`src/rtl/ascon_pkg.sv`:
```
// Shared types and constants for the Ascon AEAD control path.
package ascon_pkg;

  localparam int unsigned ASCON_MAX_ROUNDS = 12;
  localparam int unsigned ASCON_RND_IDX_W  = 4;

  typedef enum logic [3:0] {
    ST_IDLE,
    ST_LOAD,
    ST_DELAY,
    ST_INIT_PERM,
    ST_INIT_END,
    ST_WAIT_AD,
    ST_AD_PERM,
    ST_AD_END,
    ST_WAIT_MSG,
    ST_MSG_PERM,
    ST_WAIT_LAST,
    ST_FIN_PERM,
    ST_FIN_END,
    ST_TAG_CHK,
    ST_DONE
  } ascon_ctrl_state_t;

  function automatic logic is_perm(ascon_ctrl_state_t s);
    return (s == ST_INIT_PERM) || (s == ST_AD_PERM) ||
           (s == ST_MSG_PERM)  || (s == ST_FIN_PERM);
  endfunction

endpackage

```
`src/rtl/ascon_rnd_cnt.sv`:
```
// Permutation round counter: remaining-cycle down-counter plus the Ascon
// round-constant index of the first round computed in the current cycle.
module ascon_rnd_cnt
  import ascon_pkg::*;
#(
  parameter int unsigned UNROLL = 1
) (
  input  logic                       i_clk,
  input  logic                       i_rst,
  input  logic                       i_load,
  input  logic                       i_en,
  input  logic [ASCON_RND_IDX_W-1:0] i_cnt_init,
  input  logic [ASCON_RND_IDX_W-1:0] i_idx_init,
  output logic [ASCON_RND_IDX_W-1:0] o_idx,
  output logic                       o_last_c
);

  logic [ASCON_RND_IDX_W-1:0] r_cnt;
  logic [ASCON_RND_IDX_W-1:0] r_idx;

  always_ff @(posedge i_clk) begin
    if (i_rst) begin
      r_cnt <= '0;
      r_idx <= '0;
    end else if (i_load) begin
      r_cnt <= i_cnt_init;
      r_idx <= i_idx_init;
    end else if (i_en) begin
      r_cnt <= r_cnt - ASCON_RND_IDX_W'(1);
      r_idx <= r_idx + ASCON_RND_IDX_W'(UNROLL);
    end
  end

  assign o_idx    = r_idx;
  assign o_last_c = (r_cnt == '0);

endmodule

```
`src/rtl/ascon_aead_ctrl.sv`:
```
// Ascon AEAD control FSM: sequences init, AD, message and finalisation
// permutations for encrypt/decrypt and produces the decrypt tag verdict.
module ascon_aead_ctrl
  import ascon_pkg::*;
#(
  parameter int unsigned ROUNDS_A = 12,
  parameter int unsigned ROUNDS_B = 6,
  parameter int unsigned UNROLL   = 1,
  parameter int unsigned BLK_W    = 8,
  parameter int unsigned DELAY_W  = 8
) (
  input  logic               clk_i,
  input  logic               rst_i,
  input  logic               start_i,
  input  logic               decrypt_i,
  input  logic [BLK_W-1:0]   ad_blks_i,
  input  logic [BLK_W-1:0]   msg_blks_i,
  input  logic [DELAY_W-1:0] delay_i,
  input  logic               data_valid_i,
  input  logic               tag_match_i,
  output logic               data_req_o,
  output logic               ready_o,
  output logic               busy_o,
  output logic               done_o,
  output logic               load_state_o,
  output logic [3:0]         rnd_idx_o,
  output logic               sel_state_init_o,
  output logic               sel_xor_init_o,
  output logic               sel_xor_ext_o,
  output logic               sel_xor_dom_sep_o,
  output logic               sel_xor_fin_o,
  output logic               sel_xor_tag_o,
  output logic               sel_ct_replace_o,
  output logic               out_valid_o,
  output logic               tag_valid_o,
  output logic               auth_ok_o,
  output logic               auth_fail_o
);

  generate
    if (UNROLL == 0) begin : g_bad_unroll_zero
      $error("ascon_aead_ctrl: UNROLL must be non-zero");
    end else if ((ROUNDS_A % UNROLL) != 0 || (ROUNDS_B % UNROLL) != 0) begin : g_bad_unroll
      $error("ascon_aead_ctrl: UNROLL must divide ROUNDS_A and ROUNDS_B");
    end
    if (ROUNDS_A < 1 || ROUNDS_A > ASCON_MAX_ROUNDS ||
        ROUNDS_B < 1 || ROUNDS_B > ASCON_MAX_ROUNDS) begin : g_bad_rounds
      $error("ascon_aead_ctrl: round counts must be in 1..12");
    end
  endgenerate

  localparam int unsigned CYC_A = ROUNDS_A / UNROLL;
  localparam int unsigned CYC_B = ROUNDS_B / UNROLL;
  localparam logic [ASCON_RND_IDX_W-1:0] CNT_A = ASCON_RND_IDX_W'(CYC_A - 1);
  localparam logic [ASCON_RND_IDX_W-1:0] CNT_B = ASCON_RND_IDX_W'(CYC_B - 1);
  localparam logic [ASCON_RND_IDX_W-1:0] IDX_A = ASCON_RND_IDX_W'(ASCON_MAX_ROUNDS - ROUNDS_A);
  localparam logic [ASCON_RND_IDX_W-1:0] IDX_B = ASCON_RND_IDX_W'(ASCON_MAX_ROUNDS - ROUNDS_B);

  ascon_ctrl_state_t r_state;
  ascon_ctrl_state_t w_next;
  ascon_ctrl_state_t w_route;
  logic               r_first;
  logic               r_decrypt;
  logic               r_need_dom;
  logic               r_auth_ok;
  logic               r_auth_fail;
  logic [BLK_W-1:0]   r_ad_cnt;
  logic [BLK_W-1:0]   r_msg_cnt;
  logic [DELAY_W-1:0] r_delay_cnt;
  logic               w_start;
  logic               w_cnt_load;
  logic               w_use_a;
  logic               w_last;
  logic [ASCON_RND_IDX_W-1:0] w_idx;

  assign w_start    = ((r_state == ST_IDLE) || (r_state == ST_DONE)) && start_i;
  assign w_cnt_load = is_perm(w_next) && (w_next != r_state);
  assign w_use_a    = (w_next == ST_INIT_PERM) || (w_next == ST_FIN_PERM);

  ascon_rnd_cnt #(
    .UNROLL (UNROLL)
  ) u_rnd_cnt (
    .i_clk      (clk_i),
    .i_rst      (rst_i),
    .i_load     (w_cnt_load),
    .i_en       (is_perm(r_state)),
    .i_cnt_init (w_use_a ? CNT_A : CNT_B),
    .i_idx_init (w_use_a ? IDX_A : IDX_B),
    .o_idx      (w_idx),
    .o_last_c   (w_last)
  );

  // r_first marks the first cycle spent in any state.
  always_ff @(posedge clk_i) begin
    if (rst_i) begin
      r_state <= ST_IDLE;
      r_first <= 1'b0;
    end else begin
      r_state <= w_next;
      r_first <= (w_next != r_state);
    end
  end

  always_ff @(posedge clk_i) begin
    if (rst_i) begin
      r_decrypt   <= 1'b0;
      r_need_dom  <= 1'b0;
      r_auth_ok   <= 1'b0;
      r_auth_fail <= 1'b0;
      r_ad_cnt    <= '0;
      r_msg_cnt   <= '0;
      r_delay_cnt <= '0;
    end else begin
      if (w_start) begin
        r_decrypt   <= decrypt_i;
        r_need_dom  <= (ad_blks_i != '0);
        r_auth_ok   <= 1'b0;
        r_auth_fail <= 1'b0;
        r_ad_cnt    <= ad_blks_i;
        r_msg_cnt   <= (msg_blks_i == '0) ? '0 : msg_blks_i - BLK_W'(1);
        r_delay_cnt <= delay_i;
      end
      if (r_state == ST_DELAY) r_delay_cnt <= r_delay_cnt - DELAY_W'(1);
      // Block counts drop as each block is accepted.
      if (r_state == ST_WAIT_AD && data_valid_i) r_ad_cnt <= r_ad_cnt - BLK_W'(1);
      if (r_state == ST_WAIT_MSG && data_valid_i) r_msg_cnt <= r_msg_cnt - BLK_W'(1);
      if (r_state == ST_AD_END) r_need_dom <= 1'b0;
      if (r_state == ST_TAG_CHK) begin
        r_auth_ok   <= tag_match_i;
        r_auth_fail <= !tag_match_i;
      end
    end
  end

  always_comb begin
    w_route = ST_WAIT_LAST;
    if (r_ad_cnt != '0)       w_route = ST_WAIT_AD;
    else if (r_need_dom)      w_route = ST_AD_END;
    else if (r_msg_cnt != '0) w_route = ST_WAIT_MSG;
  end

  always_comb begin
    w_next = r_state;
    case (r_state)
      ST_IDLE, ST_DONE: if (start_i) w_next = ST_LOAD;
      ST_LOAD:      w_next = (r_delay_cnt != '0) ? ST_DELAY : ST_INIT_PERM;
      ST_DELAY:     if (r_delay_cnt <= DELAY_W'(1)) w_next = ST_INIT_PERM;
      ST_INIT_PERM: if (w_last) w_next = ST_INIT_END;
      ST_INIT_END:  w_next = w_route;
      ST_WAIT_AD:   if (data_valid_i) w_next = ST_AD_PERM;
      ST_AD_PERM:   if (w_last) w_next = w_route;
      ST_AD_END:    w_next = (r_msg_cnt != '0) ? ST_WAIT_MSG : ST_WAIT_LAST;
      ST_WAIT_MSG:  if (data_valid_i) w_next = ST_MSG_PERM;
      ST_MSG_PERM:  if (w_last) w_next = w_route;
      ST_WAIT_LAST: if (data_valid_i) w_next = ST_FIN_PERM;
      ST_FIN_PERM:  if (w_last) w_next = ST_FIN_END;
      ST_FIN_END:   w_next = r_decrypt ? ST_TAG_CHK : ST_DONE;
      ST_TAG_CHK:   w_next = ST_DONE;
      default:      w_next = ST_IDLE;
    endcase
  end

  always_comb begin
    data_req_o        = 1'b0;
    ready_o           = (r_state == ST_IDLE) || (r_state == ST_DONE);
    busy_o            = (r_state != ST_IDLE) && (r_state != ST_DONE);
    done_o            = 1'b0;
    load_state_o      = 1'b0;
    rnd_idx_o         = '0;
    sel_state_init_o  = 1'b0;
    sel_xor_init_o    = 1'b0;
    sel_xor_ext_o     = 1'b0;
    sel_xor_dom_sep_o = 1'b0;
    sel_xor_fin_o     = 1'b0;
    sel_xor_tag_o     = 1'b0;
    sel_ct_replace_o  = 1'b0;
    out_valid_o       = 1'b0;
    tag_valid_o       = 1'b0;
    if (is_perm(r_state)) begin
      load_state_o = 1'b1;
      rnd_idx_o    = w_idx;
    end
    case (r_state)
      ST_INIT_PERM: sel_state_init_o = r_first;
      ST_INIT_END: begin
        sel_xor_init_o    = 1'b1;
        sel_xor_dom_sep_o = (r_ad_cnt == '0);
      end
      ST_WAIT_AD, ST_WAIT_MSG, ST_WAIT_LAST: data_req_o = r_first;
      ST_AD_PERM: sel_xor_ext_o = r_first;
      ST_AD_END:  sel_xor_dom_sep_o = 1'b1;
      ST_MSG_PERM: begin
        sel_xor_ext_o    = r_first;
        out_valid_o      = r_first;
        sel_ct_replace_o = r_first && r_decrypt;
      end
      ST_FIN_PERM: begin
        sel_xor_ext_o    = r_first;
        sel_xor_fin_o    = r_first;
        out_valid_o      = r_first;
        sel_ct_replace_o = r_first && r_decrypt;
      end
      ST_FIN_END: begin
        load_state_o  = 1'b1;
        sel_xor_tag_o = 1'b1;
      end
      ST_DONE: begin
        done_o      = 1'b1;
        tag_valid_o = !r_decrypt;
      end
      default: ;
    endcase
  end

  assign auth_ok_o   = r_auth_ok;
  assign auth_fail_o = r_auth_fail;

endmodule

```
`config.mk`:
```
export PLATFORM = sky130hd
export DESIGN_NAME = ascon_aead_ctrl
export DESIGN_NICKNAME = d
export VERILOG_FILES = /design/src/rtl/ascon_pkg.sv /design/src/rtl/ascon_rnd_cnt.sv /design/src/rtl/ascon_aead_ctrl.sv
export SDC_FILE = /design/constraint.sdc
export NUM_CORES = 1
export LEC_CHECK = 0
export BUFFER_PORTS_ARGS = -buffer_cell sky130_fd_sc_hd__buf_2
export CORE_MARGIN = 2
export CORE_UTILIZATION = 61
export DETAILED_ROUTE_END_ITERATION = 8
export HOLD_SLACK_MARGIN = 0.1
export PLACE_DENSITY_LB_ADDON = 0.12
export SYNTH_ARGS = -nofsm -noshare
export SYNTH_HDL_FRONTEND = slang
export SYNTH_SLANG_ARGS = --single-unit
```
`constraint.sdc`:
```
create_clock -name clk_i -period 6.7 [get_ports clk_i]
set_input_delay 0.67 -clock clk_i [delete_from_list [all_inputs] [get_ports clk_i]]
set_output_delay 0.67 -clock clk_i [all_outputs]
set_load 0.02 [all_outputs]
```
==> impl_metrics.ini <==
[outcome]
status = finished clean

[floorplan]
dieArea_mm2 = 0.00515
core-area_mm2 = 0.00438
die_h_um = 71.8
fp.dieW_um = 71.8
start_util = 0.639
rows = 24
boundaryPins = 50

[cts]
cts_setup_buffers = 0
clockBufferDepth = 2
cts_resized = 0
htreeDepth = 2
ctsRootBufferMaster = clkbuf_8
cts_tree = yes
cts_hold_buf = 0
cts.sinks = 41
clk_pin_slew_ns = 0.08
numCtsBuffers = 5
insertion_delay_ns = 0.30

[placed_design]
placed_cell_area_mm2 = 0.00304
hpwlAfterDp_um = 5060
gp_congestion = 0.922
port_buffers = 49

[logic_synthesis]
seq_area_frac_synth = 0.293
netlist_area_mm2 = 0.00280
synth_edf_count = 0
yosysWarnings = 0
ys_seq_elements = 41
synth_area_leaders = dfxtp_1 (29%), nor2_1 (6.0%), a21oi_1 (5.0%)
ys.flop_type = dfxtp_1
syn_avg_cell_area_um2 = 7.57
yosysTopAreaCell = dfxtp_1
syn_inst = 370
syn-num-nets = 409
synth.distinct_cells = 62
ys_async_sr_fraction = 0
synth_top_area_frac = 0.293

[setup_path]
path_cells = nand2b_1 -> a21o_1 -> o211ai_1 -> or3_1 -> a221oi_2 -> a21oi_4 -> and2b_1 -> o31a_1
crit_fanout = 26
slowest_delay_ns = 0.83
arrival_ns = 3.71
crit_type = reg2reg
crit_slowest_cell = dfxtp_1
startpoint_type = flop
end_kind = flop
cp_num_buf_inv = 0
critical_path.top_delay_family = compound AO/OA/AOI/OAI gates
cp_data_required_time_ns = 6.89

[route]
wl_um = 7050
vias = 2922
drc = 0
wl_per_cell_um = 15.3
drt_iter0_markers = 212
drt_first_pass_iters = 5
antenna_left = 0
viasPerCell = 6.34

[timing]
fin_tns_setup_ns = 0
hold-worst-slack_ns = 0.474
hold_violations = 0
min_period_ns = 3.52
relSlewSlack = 0.482
tightest_slew_ns = 0.778
setup_viol = 0
min_period_over_period = 0.525
grt_setup_unrepaired = false
drv_slew = 0
fmax_mhz = 284
skew_ns = 0.00630

[grt]
gr-total-overflow = 0
grt_pass1_wl_um = 11700
grt_pass1_vias = 2598
antenna_found_initial = 0
grt_use_total = 0.281
grt_max_degree = 36

[flow_run]
maxCapViolCount = 0

[cells_and_area]
final_common_cell = buf_2
finalNetCount = 447
final_cell_area_mm2 = 0.00315
final_cell_mix = buf_2 (49), nor2_1 (45), dfxtp_1 (41)
num_antenna_cells = 0
syn2layout_area_growth_pct = 12.6
layout-drive-gt1-share = 0.178

[hold_path]
min_path_type = reg2reg

[pwr]
max-vdd-ir-drop_mv = 0.222
p_leak_nw = 1.30
pwr_density_cell_mw_per_mm2 = 357
[layout make-up]
type	instances	area, um^2
clock buffers	7	86.3
repair buffers	50	253
flip-flops and latches	41	821
inverters	19	71.3
multi-input cells	291	1830
well taps	52	65.1
fillers	384	1230
clock inverters	1	30.0
[cells in the mapped netlist, drive strengths merged (5+ instances only)]
cell    instances
o22ai           5
clkbuf         13
o21ai          14
nand3          19
and2           11
a31oi           6
a211oi         10
dfxtp          41
or3             7
nand2          23
nor4            6
nor3           20
and3            6
nor2           45
nand2b          7
inv            19
ha              9
a21oi          29
buf             6
[logic make-up after synthesis]
group / share of synthesized area
AOI/OAI and AO/OA: 0.256
xor gates and xnor gates: 0.0219
adders and majority gates: 0.0402
buffers and inverters: 0.0545
DFF: 0.293
muxes: 0.00402
and+or+nand+nor: 0.330
[registers in the layout, indices dropped and copies added (netlist names)]
signal           count
r_ad_cnt             8
r_delay_cnt          8
r_msg_cnt            8
r_state              4
u_rnd_cnt.o_idx      4
u_rnd_cnt.r_cnt      4
auth_fail_o          1
auth_ok_o            1
r_decrypt            1
r_first              1
r_need_dom           1
[report_power, final]
part           leakage [nW]  switching [mW]  internal [mW]
registers             0.337          0.0848          0.308
logic                 0.908           0.305          0.214
clock network        0.0585          0.0907          0.122
[worst paths after layout]
kind / startpoint / to / slack [ns] / depth (start not counted)
setup / recovery: r_state[0] / u_rnd_cnt.r_cnt[2] / 3.18 / 8
hold / removal: r_delay_cnt[4] / r_delay_cnt[4] / 0.47 / 2
setup reg to reg: r_state[0] / u_rnd_cnt.r_cnt[2] / 3.18 / 8
hold reg to reg: r_delay_cnt[4] / r_delay_cnt[4] / 0.47 / 2
[routing by layer]
layer | up-vias | global-route usage | wire length [um]
li1 | 1424 | - | -
met1 | 1375 | 0.356 | 3060
met2 | 105 | 0.490 | 3460
met3 | 18 | 0.0506 | 420
met4 | 0 | 0.0734 | 117
met5 | - | 0 | 0
[worst register-to-register path, stage by stage, from the launching register on]
cell,delay (ns)
dfxtp_1,0.83
nand2b_1,0.25
a21o_1,0.60
o211ai_1,0.30
or3_1,0.41
a221oi_2,0.44
a21oi_4,0.11
and2b_1,0.20
o31a_1,0.29
[metrics by stage]
| stage | cells | utilization | setup slack [ns] | total power [mW] |
|---|---|---|---|---|
| 6_report | 461 | 0.719 | 3.18 | 1.12 |
| 3_3_place_gp | 453 | 0.693 | 3.39 | 0.891 |
| 2_1_floorplan | 370 | - | 3.98 | 0.784 |
| 3_5_place_dp | 453 | 0.693 | 3.28 | 0.905 |
| 5_1_grt | 461 | 0.719 | 2.92 | 1.21 |
| 4_1_cts | 461 | 0.719 | 3.26 | 1.12 |
(Power assumes the default switching activity.)
